**src/rtl/unstrip_pkg.sv**
```systemverilog
// Shared constants, state encoding and symbol helpers for the byte un-striping controller.
package unstrip_pkg;

    localparam logic [7:0] COM = 8'hBC;
    localparam logic [7:0] SKP = 8'h1C;
    localparam logic [7:0] IDL = 8'h7C;
    localparam logic [7:0] STP = 8'hFB;
    localparam logic [7:0] SDP = 8'h5C;
    localparam logic [7:0] END = 8'hFD;
    localparam logic [7:0] EDB = 8'hFE;

    typedef enum logic [1:0] {
        StIdle  = 2'd0,
        StAlign = 2'd1,
        StRun   = 2'd2
    } state_e;

    function automatic logic is_known_k(input logic [7:0] sym);
        return sym inside {COM, SKP, IDL, STP, SDP, END, EDB};
    endfunction

    // Highest active lane index for a lane-count code (1, 2 or 4 lanes).
    function automatic logic [1:0] last_lane(input logic [1:0] cfg);
        case (cfg)
            2'd0:    return 2'd0;
            2'd1:    return 2'd1;
            default: return 2'd3;
        endcase
    endfunction

endpackage

```
**src/rtl/unstrip_ctrl_if.sv**
```systemverilog
// Lane inputs and un-striped byte stream between the lane registers, controller and parser.
interface unstrip_ctrl_if #(
    parameter int unsigned BITS = 8,
    parameter int unsigned ERRW = 8
);
    logic            enable;
    logic [1:0]      lane_cfg;
    logic [BITS-1:0] lane0;
    logic [BITS-1:0] lane1;
    logic [BITS-1:0] lane2;
    logic [BITS-1:0] lane3;
    logic            dk_0;
    logic            dk_1;
    logic            dk_2;
    logic            dk_3;
    logic [1:0]      lane_sel;
    logic [BITS-1:0] d;
    logic            dk;
    logic            d_valid;
    logic            link_up;
    logic            pkt_active;
    logic            frame_err;
    logic [ERRW-1:0] err_cnt;

    modport master (
        output enable, lane_cfg, lane0, lane1, lane2, lane3, dk_0, dk_1, dk_2, dk_3,
        input  lane_sel, d, dk, d_valid, link_up, pkt_active, frame_err, err_cnt
    );

    modport slave (
        input  enable, lane_cfg, lane0, lane1, lane2, lane3, dk_0, dk_1, dk_2, dk_3,
        output lane_sel, d, dk, d_valid, link_up, pkt_active, frame_err, err_cnt
    );
endinterface

```
**src/rtl/unstrip_frame_chk.sv**
```systemverilog
// Packet framing tracker: PKT_ACTIVE, one-cycle FRAME_ERR pulse and saturating error count.
module unstrip_frame_chk
    import unstrip_pkg::*;
#(
    parameter int unsigned BITS = 8,
    parameter int unsigned ERRW = 8
) (
    input  logic            clk,
    input  logic            reset,
    input  logic            eval,
    input  logic            skew,
    input  logic [BITS-1:0] sym,
    input  logic            k,
    output logic            pkt_active,
    output logic            frame_err,
    output logic [ERRW-1:0] err_cnt
);

    logic            open_q, open_d;
    logic            pkt_q, pkt_d;
    logic            err_q, err_d;
    logic [ERRW-1:0] cnt_q, cnt_d;
    logic            is_start, is_stop, bad_k;

    assign is_start = k && (sym == BITS'(STP) || sym == BITS'(SDP));
    assign is_stop  = k && (sym == BITS'(END) || sym == BITS'(EDB));
    assign bad_k    = k && !is_known_k(8'(sym));

    always_comb begin
        open_d = 1'b0;
        pkt_d  = 1'b0;
        err_d  = 1'b0;
        cnt_d  = cnt_q;
        if (eval) begin
            err_d = skew | bad_k | (is_start && open_q) | (is_stop && !open_q);
            if (!skew) begin
                open_d = open_q;
                if (is_start && !open_q) begin
                    open_d = 1'b1;
                end else if (is_stop && open_q) begin
                    open_d = 1'b0;
                end
                // An END byte still reports active; the frame closes on the next byte.
                pkt_d = open_q | open_d;
            end
        end
        if (err_d && cnt_q != '1) begin
            cnt_d = cnt_q + ERRW'(1);
        end
    end

    always_ff @(posedge clk) begin
        if (reset) begin
            open_q <= 1'b0;
            pkt_q  <= 1'b0;
            err_q  <= 1'b0;
            cnt_q  <= '0;
        end else begin
            open_q <= open_d;
            pkt_q  <= pkt_d;
            err_q  <= err_d;
            cnt_q  <= cnt_d;
        end
    end

    assign pkt_active = pkt_q;
    assign frame_err  = err_q;
    assign err_cnt    = cnt_q;

endmodule

```
**src/rtl/unstrip_ctrl.sv**
```systemverilog
// Lane alignment FSM, round-robin lane select and byte mux feeding the frame checker.
module unstrip_ctrl
    import unstrip_pkg::*;
#(
    parameter int unsigned LANES = 4,
    parameter int unsigned BITS  = 8,
    parameter int unsigned ERRW  = 8
) (
    input logic           clk,
    input logic           reset,
    unstrip_ctrl_if.slave bus
);

    state_e          state_q, state_d;
    logic [1:0]      sel_q, sel_d;
    logic [1:0]      last_q, last_d;
    logic [BITS-1:0] lane_b [LANES];
    logic [LANES-1:0] lane_k, com_hit, active;
    logic            all_com, any_com, skew, run_en;
    logic [BITS-1:0] sel_byte, d_q, d_d;
    logic            sel_k, dk_q, dk_d, dv_q, dv_d;
    logic            pkt_active, frame_err;
    logic [ERRW-1:0] err_cnt;

    always_comb begin
        lane_b[0] = bus.lane0;
        lane_b[1] = bus.lane1;
        lane_b[2] = bus.lane2;
        lane_b[3] = bus.lane3;
        lane_k    = {bus.dk_3, bus.dk_2, bus.dk_1, bus.dk_0};
    end

    always_comb begin
        for (int i = 0; i < LANES; i++) begin
            com_hit[i] = lane_k[i] && (lane_b[i] == BITS'(COM));
            active[i]  = (i <= int'(last_q));
        end
    end

    assign all_com  = &(com_hit | ~active);
    assign any_com  = |(com_hit & active);
    assign run_en   = bus.enable && (state_q == StRun);
    assign sel_byte = lane_b[sel_q];
    assign sel_k    = lane_k[sel_q];
    // Lanes drifted apart: COM showed up on only some lanes at a lane-0 boundary.
    assign skew     = run_en && (sel_q == 2'd0) && any_com && !all_com;

    always_comb begin
        state_d = state_q;
        sel_d   = sel_q;
        last_d  = last_q;
        unique case (state_q)
            StIdle: begin
                last_d  = last_lane(bus.lane_cfg);
                sel_d   = '0;
                state_d = StAlign;
            end
            StAlign: begin
                sel_d = '0;
                if (all_com) begin
                    state_d = StRun;
                end
            end
            StRun: begin
                if (skew) begin
                    state_d = StAlign;
                    sel_d   = '0;
                end else begin
                    sel_d = (sel_q == last_q) ? 2'd0 : sel_q + 2'd1;
                end
            end
            default: state_d = StIdle;
        endcase
        if (!bus.enable) begin
            state_d = StIdle;
            sel_d   = '0;
        end
    end

    always_comb begin
        d_d  = '0;
        dk_d = 1'b0;
        dv_d = 1'b0;
        if (run_en) begin
            d_d  = sel_byte;
            dk_d = sel_k;
            dv_d = !(sel_k && (sel_byte == BITS'(IDL) || sel_byte == BITS'(SKP) ||
                               sel_byte == BITS'(COM)));
        end
    end

    always_ff @(posedge clk) begin
        if (reset) begin
            state_q <= StIdle;
            sel_q   <= '0;
            last_q  <= 2'd3;
            d_q     <= '0;
            dk_q    <= 1'b0;
            dv_q    <= 1'b0;
        end else begin
            state_q <= state_d;
            sel_q   <= sel_d;
            last_q  <= last_d;
            d_q     <= d_d;
            dk_q    <= dk_d;
            dv_q    <= dv_d;
        end
    end

    unstrip_frame_chk #(
        .BITS(BITS),
        .ERRW(ERRW)
    ) u_frame_chk (
        .clk        (clk),
        .reset      (reset),
        .eval       (run_en),
        .skew       (skew),
        .sym        (sel_byte),
        .k          (sel_k),
        .pkt_active (pkt_active),
        .frame_err  (frame_err),
        .err_cnt    (err_cnt)
    );

    assign bus.lane_sel   = sel_q;
    assign bus.d          = d_q;
    assign bus.dk         = dk_q;
    assign bus.d_valid    = dv_q;
    assign bus.link_up    = (state_q == StRun);
    assign bus.pkt_active = pkt_active;
    assign bus.frame_err  = frame_err;
    assign bus.err_cnt    = err_cnt;

endmodule

```
**src/flat_wrapper.sv**
```systemverilog
// flat-port wrapper written by rule: the top's interface ports become plain ports
module unstrip_ctrl_flat import unstrip_pkg::*;
#(
    parameter int unsigned LANES = 4,
    parameter int unsigned BITS  = 8,
    parameter int unsigned ERRW  = 8
)
  (clk, reset, bus_enable, bus_lane_cfg, bus_lane0, bus_lane1, bus_lane2, bus_lane3, bus_dk_0, bus_dk_1, bus_dk_2, bus_dk_3, bus_lane_sel, bus_d, bus_dk, bus_d_valid, bus_link_up, bus_pkt_active, bus_frame_err, bus_err_cnt);
  unstrip_ctrl_if #(.BITS(BITS), .ERRW(ERRW)) bus_i ();
  input logic clk;
  input logic reset;
  input wire logic [$bits(bus_i.enable)-1:0] bus_enable;
  input wire logic [$bits(bus_i.lane_cfg)-1:0] bus_lane_cfg;
  input wire logic [$bits(bus_i.lane0)-1:0] bus_lane0;
  input wire logic [$bits(bus_i.lane1)-1:0] bus_lane1;
  input wire logic [$bits(bus_i.lane2)-1:0] bus_lane2;
  input wire logic [$bits(bus_i.lane3)-1:0] bus_lane3;
  input wire logic [$bits(bus_i.dk_0)-1:0] bus_dk_0;
  input wire logic [$bits(bus_i.dk_1)-1:0] bus_dk_1;
  input wire logic [$bits(bus_i.dk_2)-1:0] bus_dk_2;
  input wire logic [$bits(bus_i.dk_3)-1:0] bus_dk_3;
  output wire logic [$bits(bus_i.lane_sel)-1:0] bus_lane_sel;
  output wire logic [$bits(bus_i.d)-1:0] bus_d;
  output wire logic [$bits(bus_i.dk)-1:0] bus_dk;
  output wire logic [$bits(bus_i.d_valid)-1:0] bus_d_valid;
  output wire logic [$bits(bus_i.link_up)-1:0] bus_link_up;
  output wire logic [$bits(bus_i.pkt_active)-1:0] bus_pkt_active;
  output wire logic [$bits(bus_i.frame_err)-1:0] bus_frame_err;
  output wire logic [$bits(bus_i.err_cnt)-1:0] bus_err_cnt;
  assign bus_i.enable = bus_enable;
  assign bus_i.lane_cfg = bus_lane_cfg;
  assign bus_i.lane0 = bus_lane0;
  assign bus_i.lane1 = bus_lane1;
  assign bus_i.lane2 = bus_lane2;
  assign bus_i.lane3 = bus_lane3;
  assign bus_i.dk_0 = bus_dk_0;
  assign bus_i.dk_1 = bus_dk_1;
  assign bus_i.dk_2 = bus_dk_2;
  assign bus_i.dk_3 = bus_dk_3;
  assign bus_lane_sel = bus_i.lane_sel;
  assign bus_d = bus_i.d;
  assign bus_dk = bus_i.dk;
  assign bus_d_valid = bus_i.d_valid;
  assign bus_link_up = bus_i.link_up;
  assign bus_pkt_active = bus_i.pkt_active;
  assign bus_frame_err = bus_i.frame_err;
  assign bus_err_cnt = bus_i.err_cnt;
  unstrip_ctrl #(.LANES(LANES), .BITS(BITS), .ERRW(ERRW)) u_core (.clk(clk), .reset(reset), .bus(bus_i));
endmodule
```
**config.mk**
```make
export PLATFORM = sky130hd
export DESIGN_NAME = unstrip_ctrl_flat
export DESIGN_NICKNAME = d
export VERILOG_FILES = /design/src/rtl/unstrip_pkg.sv /design/src/rtl/unstrip_ctrl_if.sv /design/src/rtl/unstrip_frame_chk.sv /design/src/rtl/unstrip_ctrl.sv /design/src/flat_wrapper.sv
export SDC_FILE = /design/constraint.sdc
export NUM_CORES = 1
export LEC_CHECK = 0
export BUFFER_PORTS_ARGS = -buffer_cell sky130_fd_sc_hd__buf_2
export CAP_MARGIN = 5
export CORE_ASPECT_RATIO = 0.75
export CORE_MARGIN = 1
export CORE_UTILIZATION = 40
export DETAILED_ROUTE_END_ITERATION = 10
export GPL_ROUTABILITY_DRIVEN = 0
export PLACE_DENSITY = 0.73
export SLEW_MARGIN = 10
export SYNTH_ARGS = -nofsm -noshare
export SYNTH_HDL_FRONTEND = slang
export SYNTH_SLANG_ARGS = --single-unit
```
**constraint.sdc**
```tcl
create_clock -name clk -period 4.4 [get_ports clk]
set_clock_uncertainty 0.1 [all_clocks]
set_input_delay 1.32 -clock clk [delete_from_list [all_inputs] [get_ports clk]]
set_output_delay 1.32 -clock clk [all_outputs]
set_load 0.05 [all_outputs]
```
==> impl_metrics.yaml, run 1 <==
yosys:
  postSynthAreaPerCell_sq_um: 9.45
  synth.distinct_cells: 45
  synth_top_family_by_area: "simple AND/OR/NAND/NOR gates"
  synthMuxAreaShare_pct: 16.2
  synth-xor-area-share_pct: 2.21
  syn_nets: 211
  yosysWarningCount: 0
  synthCells: 168
  synth_compound_area_share_pct: 12.3
  synthFlopType: "dfxtp_1"
  async_flop_share_pct: 0
  ys_seq_elements: 27
  syn_area_sq_um: 1590
  seq_area_frac_synth_pct: 34.0
  synth_largest_area_cell: "dfxtp_1"
  synth-simple-area-share_pct: 29.6
  synth_fa_ha_area_share_pct: 1.58
  yosysTopAreaCellShare_pct: 34.0
  synthTopCellsByArea: "dfxtp_1 34%, mux4_1 8.3%, mux4_2 5.7%"
  synth_edf_count: 0
timing:
  slew_viol_final: 0
  rsz0062_at_grt: "false"
  slew_headroom_pct: 58.6
  finalCritPeriodShare_pct: 80.8
  fmax_mhz: 281
  worstMarginPinSlew_ns: 0.620
  fin_ws_ns: 0.845
  finalHoldViolCount: 0
  setup_viol: 0
  fin_setup_tns_ns: 0
  finalCriticalPeriod_ns: 3.56
power_and_ir_drop:
  ir_drop_mv: 0.112
  power.total_mw: 0.443
  p_per_area_nw_per_um2: 223
  leakagePower_nw: 0.901
route:
  drtIter0Drc: 56
  via_count: 1501
  wire_per_inst_um: 13.2
  ant_nets: 0
  drc: 0
  viasPerCell: 5.34
  routed_wl_mm: 3.72
  firstDrtPassIters: 4
placement:
  port_buffers: 63
  pre_cts_ws_ns: 0.567
  dpl.hpwl_mm: 3.00
  place_area_sq_um: 1930
cts:
  cts.path.max_buffers: 2
  clkLatencyLatePin_ns: 0.27
  ctsResizeCount: 0
  htree_levels: 1
  cts_tree: "done"
  cts.clk_slew.worst_paths_ns: 0.09
  cts_made_buffers: 3
  cts_hold_buf: 0
  cts_sinks: 27
  root_buffer: "clkbuf_8"
  post_cts_buffers: 0
global_route:
  grt_max_degree: 17
  overflow: 0
  grt_pass1_wl_mm: 6.04
  first_global_vias: 1262
  grt_usage_pct: 19.0
  antenna_found_initial: 0
die:
  rows: 19
  io_pins: 64
  dieArea_sq_um: 4230
  die_height_um: 56.6
  start_util_pct: 42.5
  core_area_sq_um: 3730
  die_x_um: 74.8
worst_hold_path:
  hold_class: "reg -> reg"
worst_setup_path:
  startpoint_type: "input pin"
  cp_data_required_time_ns: 4.51
  end_kind: "flip-flop"
  critPathTopFamily: "multiplexers"
  cp_slowest_cell: "mux4_1"
  cp_cell_sequence: "buf_2 > mux4_1 > o21a_1 > o2111ai_1 > nand3_1 > mux2_4 > and2_4 > or4_1 > a21oi_1"
  path_class: "in -> reg"
  timing.critical_path.buf_inv: 1
  critPathMaxStageDelay_ns: 0.59
  path_max_fanout: 7
  arrival_ns: 3.67
final_layout:
  layout-drive-gt1-share_pct: 34.5
  fill_cells: 373
  diodes: 0
  fin_util_pct: 53.1
  final_cell_area_sq_um: 1980
  area_growth_pct: 24.8
  num-nets-final: 273
run:
  maxCapViolations: 0
run_status:
  outcome: "completed"
per-layer routing:
layer / global-route usage, % / vias up / share of wire [%] / wire, um
li1: - / 762 / - / -
met1: 28.1 / 688 / 50 / 1850
met2: 26.9 / 47 / 43 / 1610
met3: 3.95 / 4 / 5.8 / 216
met4: 6.74 / 0 / 1.1 / 41
met5: 0 / - / 0 / 0
area by class of cell:
type                    count  area (sq um)  share of cell area [%]
inverters                   6          22.5                    1.14
well taps                  52          65.1                    3.28
clock inverters             1          7.51                   0.379
clock buffers               3          41.3                    2.08
repair buffers             64           323                    16.3
multi-input cells         128           982                    49.6
flip-flops and latches     27           541                    27.3
registers in the layout, indices dropped and copies added, names as in the netlist, 2 cells and up:
register	count
u_core.bus.d	8
u_core.state_q	2
u_core.last_q	2
u_core.bus.lane_sel	2
u_core.u_frame_chk.err_cnt	8
where the power goes:
part	total (mW)	switching [mW]	internal [mW]
Clock	0.141	0.0766	0.0643
Combinational	0.0535	0.0261	0.0274
Sequential	0.248	0.00256	0.246
Total	0.443	0.105	0.337
layout by cell type (no fill, tap or decap), types with 2 or more instances in the layout:
master,Yosys,layout
buf_2,1,63
o21a_1,2,2
nor4bb_1,2,2
and3b_1,3,3
nor2_1,14,14
nand4_1,6,6
and2_1,4,4
xnor2_1,3,3
and3_2,2,2
and3_1,9,9
or4_1,2,2
dfxtp_1,27,27
and4b_1,2,2
nand3_1,10,10
mux4_2,4,4
mux4_1,5,5
nand2_1,10,10
nor3b_1,2,2
nor2b_1,3,3
inv_1,6,6
a21oi_1,12,12
nor3_1,3,3
o2111ai_1,2,2
nand4b_1,2,2
ha_1,2,2
o21ai_0,3,3
o31ai_1,4,4
clkbuf_8,0,3
a21o_1,2,2
worst paths after layout:
path | cells past startpoint | from | end | slack (ns)
worst max-delay path | 9 | bus_lane1[7] | u_core.u_frame_chk.err_cnt[7] | 0.84
worst min-delay path | 2 | u_core.u_frame_chk.err_cnt[5] | u_core.u_frame_chk.err_cnt[5] | 0.40
worst max register to register | 8 | u_core.bus.lane_sel[0] | u_core.u_frame_chk.err_cnt[7] | 1.13
worst min register to register | 2 | u_core.u_frame_chk.err_cnt[5] | u_core.u_frame_chk.err_cnt[5] | 0.40
cell usage after synthesis (4+ instances only):
master    instances
clkbuf_1          4
mux4_1            5
a21oi_1          12
nand3_1          10
nor2_1           14
inv_1             6
and3_1            9
nand2_1          10
nand4_1           6
mux4_2            4
o31ai_1           4
dfxtp_1          27
and2_1            4
worst min-delay path, stage by stage, from the launching register on:
cell	delay (ns)
dfxtp_1	0.34
o31ai_1	0.07
a21oi_1	0.06
cell families after synthesis:
logic type	count (synthesis)
and+or+nand+nor	80
adders and majority gates	2
xor gates and xnor gates	4
AOI/OAI and AO/OA	30
buffers and inverters	13
DFF	27
muxes	12
metrics by stage:
step | hold WS (ns) | std cells
after detailed placement | 0.392 | 277
after global placement | 0.383 | 277
final | 0.404 | 281
after CTS | 0.405 | 281
after floorplan | 0.399 | 168
after global routing | 0.460 | 281
Power figures use the tool's default switching activity.
==> run 2: changes to the inputs <==
--- a/config.mk
+++ b/config.mk
@@ -12,7 +12,7 @@
 export CORE_UTILIZATION = 40
 export DETAILED_ROUTE_END_ITERATION = 10
 export GPL_ROUTABILITY_DRIVEN = 0
-export PLACE_DENSITY = 0.73
+export PLACE_DENSITY = 0.76
 export SLEW_MARGIN = 10
 export SYNTH_ARGS = -nofsm -noshare
 export SYNTH_HDL_FRONTEND = slang
==> constraint.sdc (replaced) <==
create_clock -name clk -period 3.15 [get_ports clk]
set_clock_uncertainty 0.1 [all_clocks]
set_input_delay 0.945 -clock clk [delete_from_list [all_inputs] [get_ports clk]]
set_output_delay 0.945 -clock clk [all_outputs]
set_load 0.05 [all_outputs]
==> run 2 against run 1 <==
Non-clock buffer count rose by 18. Cell area is 7.3% higher. Utilization up 3.9 points. Setup slack got worse by 0.74 ns. Critical endpoint is now u_core.u_frame_chk.err_cnt[5]. Power increased by 42%. Hold slack is essentially flat. Die area unchanged. Clock-buffer cell count did not move. Global-route usage increased by 0.44 points. Largest power group unchanged.
==> impl_metrics.yaml, run 2 (synthesized netlist as in run 1, its figures left out) <==
worst_setup_path:
  cp_cell_sequence: "buf_2 > mux4_2 > nor3b_4 > nand2_1 > a21o_1 > mux2_4 > and2_4 > or4_1 > a21oi_1"
  r2r_cells: 9
  r2r-start: "u_core.bus.lane_sel[0]"
  path_max_fanout: 7
  cp_slowest_cell: "mux4_2"
  end_kind: "flip-flop"
  critPathMaxStageDelay_ns: 0.55
  startpoint_type: "input pin"
  cp_data_required_time_ns: 3.26
  worstReg2RegEnd: "u_core.u_frame_chk.err_cnt[5]"
  critPathTopFamily: "simple AND/OR/NAND/NOR gates"
  arrival_ns: 3.16
  path_class: "in -> reg"
  timing.critical_path.buf_inv: 1
  r2r_setup_slack_ns: 0.28
route:
  drtIter0Drc: 81
  firstDrtPassIters: 4
  routed_wl_mm: 3.85
  drc: 0
  viasPerCell: 5.32
  ant_nets: 0
  wire_per_inst_um: 12.9
  via_count: 1590
worst_hold_path:
  hold_end: "u_core.u_frame_chk.err_cnt[5]"
  hold_path_startpoint: "u_core.u_frame_chk.err_cnt[5]"
  hold_class: "reg -> reg"
  hold_path_depth: 2
timing:
  rsz0062_at_grt: "false"
  worstMarginPinSlew_ns: 0.627
  finalCritPeriodShare_pct: 96.7
  finalCriticalPeriod_ns: 3.05
  slew_viol_final: 0
  fmax_mhz: 328
  setup_viol: 0
  fin_setup_tns_ns: 0
  finalHoldViolCount: 0
  holdWs_ns: 0.404
  fin_ws_ns: 0.103
  slew_headroom_pct: 58.1
die:
  rows: 19
  die_height_um: 56.6
  io_pins: 64
  start_util_pct: 42.5
  die_x_um: 74.8
  core_area_sq_um: 3730
  dieArea_sq_um: 4230
global_route:
  grt_pass1_wl_mm: 6.18
  grt_max_degree: 17
  overflow: 0
  grt_usage_pct: 19.4
  antenna_found_initial: 0
  first_global_vias: 1327
cts:
  clkLatencyLatePin_ns: 0.27
  cts_tree: "done"
  cts.clk_slew.worst_paths_ns: 0.09
  cts_sinks: 27
  root_buffer: "clkbuf_8"
  cts.path.max_buffers: 2
  post_cts_buffers: 0
  htree_levels: 1
  cts_made_buffers: 3
final_layout:
  fill_cells: 348
  multi_input_area_sq_um: 991
  final_cell_mix: "63 x buf_2, 27 x dfxtp_1, 19 x buf_4"
  layout-drive-gt1-share_pct: 40.1
  seq_area_sq_um: 541
  layout_commonest_cell: "buf_2"
  diodes: 0
  final_cell_area_sq_um: 2130
  fin_util_pct: 57.0
  num-nets-final: 291
  area_growth_pct: 33.9
power_and_ir_drop:
  ir_drop_mv: 0.163
  p_per_area_nw_per_um2: 296
  leakagePower_nw: 0.988
placement:
  dpl.hpwl_mm: 3.20
  pre_cts_ws_ns: -0.181
  place_area_sq_um: 2070
  port_buffers: 63
run:
  maxCapViolations: 0
run_status:
  outcome: "completed"
[run 2: how the worst max path moves through the flow]
stage	slack (ns)	endpoint	cells after the start	start
floorplan	-0.06	u_core.u_frame_chk.err_cnt[5]	9	bus_lane3[0]
global placement	-0.12	u_core.u_frame_chk.err_cnt[5]	9	bus_lane3[6]
detailed placement	-0.18	u_core.u_frame_chk.err_cnt[5]	9	bus_lane3[1]
CTS	0.11	u_core.u_frame_chk.err_cnt[5]	9	bus_lane3[1]
global route	0.01	u_core.u_frame_chk.err_cnt[5]	9	bus_lane3[6]
finish	0.10	u_core.u_frame_chk.err_cnt[5]	9	bus_lane3[1]
[run 2: timing repair]
item,4_1_cts,5_1_grt
hold buffers,0,0
gates resized for setup,0,1
setup endpoints to repair,0,1
[run 2: where the power goes]
group          leakage [nW]  switching, mW  internal [mW]
Sequential            0.218        0.00335          0.343
Clock                0.0217          0.105         0.0898
Combinational         0.748         0.0399         0.0488
[run 2: tightest hold or removal path: cells and delay by family (launching register included)]
family	cells	cell delay [ns]
flip-flops	1	0.34
AO/OA/AOI/OAI	2	0.13
[run 2: area by class of cell]
class,count,share of cell area [%]
Tap cell,52,3.06
Multi-Input combinational cell,128,46.6
Sequential cell,27,25.4
Timing Repair Buffer,82,21.5
Clock buffer,3,1.94
Inverter,6,1.06
Clock inverter,1,0.353
[run 2: routing by layer]
| metal | GRT usage, % | vias up | share of wire, % |
|---|---|---|---|
| met4 | 8.63 | 0 | 2.0 |
| met3 | 3.77 | 7 | 5.1 |
| met1 | 28.1 | 727 | 51 |
| met5 | 0 | - | 0 |
| met2 | 27.7 | 62 | 42 |
| li1 | - | 794 | - |
[run 2: metrics by stage]
step	cells	power (mW)
floorplan	168	0.392
global placement	295	0.440
detailed placement	295	0.441
CTS	299	0.637
global route	299	0.660
finish	299	0.630
==> run 3: changes to the inputs <==
--- a/config.mk
+++ b/config.mk
@@ -12,8 +12,9 @@
 export CORE_UTILIZATION = 40
 export DETAILED_ROUTE_END_ITERATION = 10
 export GPL_ROUTABILITY_DRIVEN = 0
-export PLACE_DENSITY = 0.76
+export PLACE_DENSITY = 0.75
 export SLEW_MARGIN = 10
 export SYNTH_ARGS = -nofsm -noshare
 export SYNTH_HDL_FRONTEND = slang
+export SYNTH_HIERARCHICAL = 1
 export SYNTH_SLANG_ARGS = --single-unit
==> run 3 against run 2 <==
The flow now finishes with violations (negative setup slack). Sequential power about the same. Non-clock buffer count up 10. Sequential share of layout area down 2.0 points. Highest routed layer unchanged. Sequential cell count unchanged. Cell area up 8.6%.
==> impl_metrics.yaml, run 3 <==
run_status:
  outcome: "finished, violations left"
  violations: "negative setup slack"
worst_setup_path:
  end_kind: "flip-flop"
  cp_data_required_time_ns: 3.25
  r2r-start: "u_core/bus.lane_sel[0]"
  cp_cell_sequence: "buf_6 > or4b_4 > nor3_4 > a21oi_1 > o211ai_1 > nor3b_2 > nand3b_1 > nor3_1 > o31a_2 > or4_1 > a21oi_2"
  startpoint_type: "input pin"
  worstReg2RegEnd: "u_core/u_frame_chk/err_cnt[5]"
  r2r_cells: 7
  path_class: "in -> reg"
  r2r_setup_slack_ns: 0.18
  crit_path_end: "u_core/u_frame_chk/err_cnt[5]"
  arrival_ns: 3.57
  path_max_fanout: 6
  critPathMaxStageDelay_ns: 0.54
  cp_slowest_cell: "or4b_4"
  cp-startpoint: "bus_lane1[6]"
placement:
  port_buffers: 63
  dp.cells: 305
  dpl.hpwl_mm: 3.61
yosys:
  synthTopCellsByArea: "dfxtp_1 32%, mux4_2 11%, and3_1 4.9%"
  synth.distinct_cells: 51
  yosysTopAreaCellShare_pct: 32.4
  async_flop_share_pct: 0
  synth_most_common_cell: "dfxtp_1"
  postSynthAreaPerCell_sq_um: 9.42
  syn_area_sq_um: 1670
  yosysWarningCount: 6
  synth_edf_count: 0
  seq_area_frac_synth_pct: 32.4
  synthCells: 177
  syn_nets: 220
  synthFlopType: "dfxtp_1"
  synth_largest_area_cell: "dfxtp_1"
  ys_seq_elements: 27
  synth_commonest_cells: "27 x dfxtp_1, 17 x nand2_1, 13 x and3_1"
final_layout:
  multi_input_area_sq_um: 1090
  seq_area_sq_um: 542
  layoutNonFillerInstCount: 318
  num-nets-final: 310
  fill_cells: 304
  layout-drive-gt1-share_pct: 45.5
  fin_util_pct: 60.3
  final_cell_mix: "62 x buf_2, 28 x buf_4, 26 x dfxtp_1"
  layout_commonest_cell: "buf_2"
  diodes: 0
  area_growth_pct: 38.5
timing:
  slew_viol_final: 0
  finalHoldViolCount: 0
  worstMarginPinSlew_ns: 0.449
  fin_ws_ns: -0.316
  finalCriticalPeriod_ns: 3.47
  fmax_mhz: 288
  fin_setup_tns_ns: -2.02
  setup_viol: 8
  slew_headroom_pct: 70.0
  holdWs_ns: 0.401
  finalCritPeriodShare_pct: 110
  rsz0062_at_grt: "true"
route:
  via_count: 1805
  routed_wl_mm: 4.74
  drc: 0
  viasPerCell: 5.68
  drtIter0Drc: 209
  firstDrtPassIters: 4
  ant_nets: 0
  wire_per_inst_um: 14.9
cts:
  cts.clk_slew.worst_paths_ns: 0.09
  cts_sinks: 27
  cts_tree: "done"
  root_buffer: "clkbuf_8"
  htree_levels: 1
  cts_made_buffers: 3
  cts.path.max_buffers: 2
  clkLatencyLatePin_ns: 0.27
global_route:
  grt_max_degree: 16
  overflow: 0
  first_global_vias: 1631
  grt_usage_pct: 22.5
  antenna_found_initial: 0
  grt_pass1_wl_mm: 7.82
die:
  die_x_um: 76.5
  start_util_pct: 43.5
  dieArea_sq_um: 4430
  io_pins: 64
  die_height_um: 57.9
  core_area_sq_um: 3830
  rows: 19
power_and_ir_drop:
  ir_drop_mv: 0.207
  p_per_area_nw_per_um2: 279
  leakagePower_nw: 1.03
run:
  maxCapViolations: 0
worst_hold_path:
  hold_class: "reg -> reg"
-- run 3: cell count changes after synthesis, sizes merged, moves of 4 or more --
cell,change
nand2,+7
nor2,-7
a21oi,-6
nor4b,+5
o211ai,+4
o21ai,+4
-- run 3: layer usage --
| metal | vias to the layer above | part of all wire, % | GRT usage, % |
|---|---|---|---|
| met4 | 0 | 0.61 | 3.85 |
| met2 | 75 | 45 | 36.6 |
| met1 | 862 | 47 | 32.0 |
| met3 | 4 | 8.0 | 3.78 |
| li1 | 864 | - | - |
| met5 | - | 0 | 0 |
-- run 3: worst min path at each step --
stage                                   from                       endpoint  depth (start not counted)
2_1_floorplan              u_core/state_q[1]         u_core/bus.lane_sel[0]                          2
3_3_place_gp   u_core/u_frame_chk/err_cnt[1]  u_core/u_frame_chk/err_cnt[1]                          2
3_5_place_dp   u_core/u_frame_chk/err_cnt[1]  u_core/u_frame_chk/err_cnt[1]                          2
4_1_cts        u_core/u_frame_chk/err_cnt[1]  u_core/u_frame_chk/err_cnt[1]                          2
5_1_grt        u_core/u_frame_chk/err_cnt[1]  u_core/u_frame_chk/err_cnt[1]                          2
6_report       u_core/u_frame_chk/err_cnt[1]  u_core/u_frame_chk/err_cnt[1]                          2
-- run 3: final cells by class --
cell class                      count  share of cell area [%]
Clock inverter                      1                   0.217
Clock buffer                        3                    1.79
Inverter                            7                    1.14
Tap cell                           52                    2.82
Multi-Input combinational cell    136                    47.0
Timing Repair Buffer               92                    23.5
Sequential cell                    27                    23.5
-- run 3: what timing repair did --
item | in CTS | in global routing
setup buffers | 14 | 0
cloned | 0 | 0
endpoints found under the hold margin | 0 | 0
hold buffers | 0 | 0
endpoints found under the setup margin | 8 | 11
gates resized for setup | 3 | 7
pin swaps | 1 | 6
-- run 3: kinds of logic (layout without fill, tap and decap cells) --
group / after synthesis / after routing / synth area share (%)
AND/OR/NAND/NOR: 84 / 84 / 30.9
adder cells (fa/ha/maj): 2 / 2 / 1.50
AO/OA/AOI/OAI: 34 / 34 / 14.8
flip-flops: 27 / 27 / 32.4
multiplexers: 11 / 11 / 13.7
XOR/XNOR: 5 / 5 / 2.63
buffers and inverters: 14 / 103 / 4.13
-- run 3: per-stage QoR --
| stage | power (mW) | worst slack (ns) | instance area [sq um] |
|---|---|---|---|
| 6_report | 0.643 | -0.316 | 2310 |
| 5_1_grt | 0.674 | -0.436 | 2310 |
| 4_1_cts | 0.644 | -0.228 | 2320 |
| 3_5_place_dp | 0.453 | -0.525 | 2160 |
| 3_3_place_gp | 0.451 | -0.445 | 2160 |
| 2_1_floorplan | 0.402 | -0.310 | 1670 |
-- run 3: worst max-delay path: cells and delay by family --
family          cells  cell delay, ns
compound gates      4            0.82
buf+inv             1            0.09
simple gates        6            1.71
-- run 3: report_power, final --
group	total (mW)	leakage, nW	switching (mW)	internal, mW
registers	0.346	0.219	0.00310	0.343
logic	0.107	0.782	0.0534	0.0533
clock network	0.190	0.0255	0.102	0.0884
total	0.643	1.03	0.158	0.485
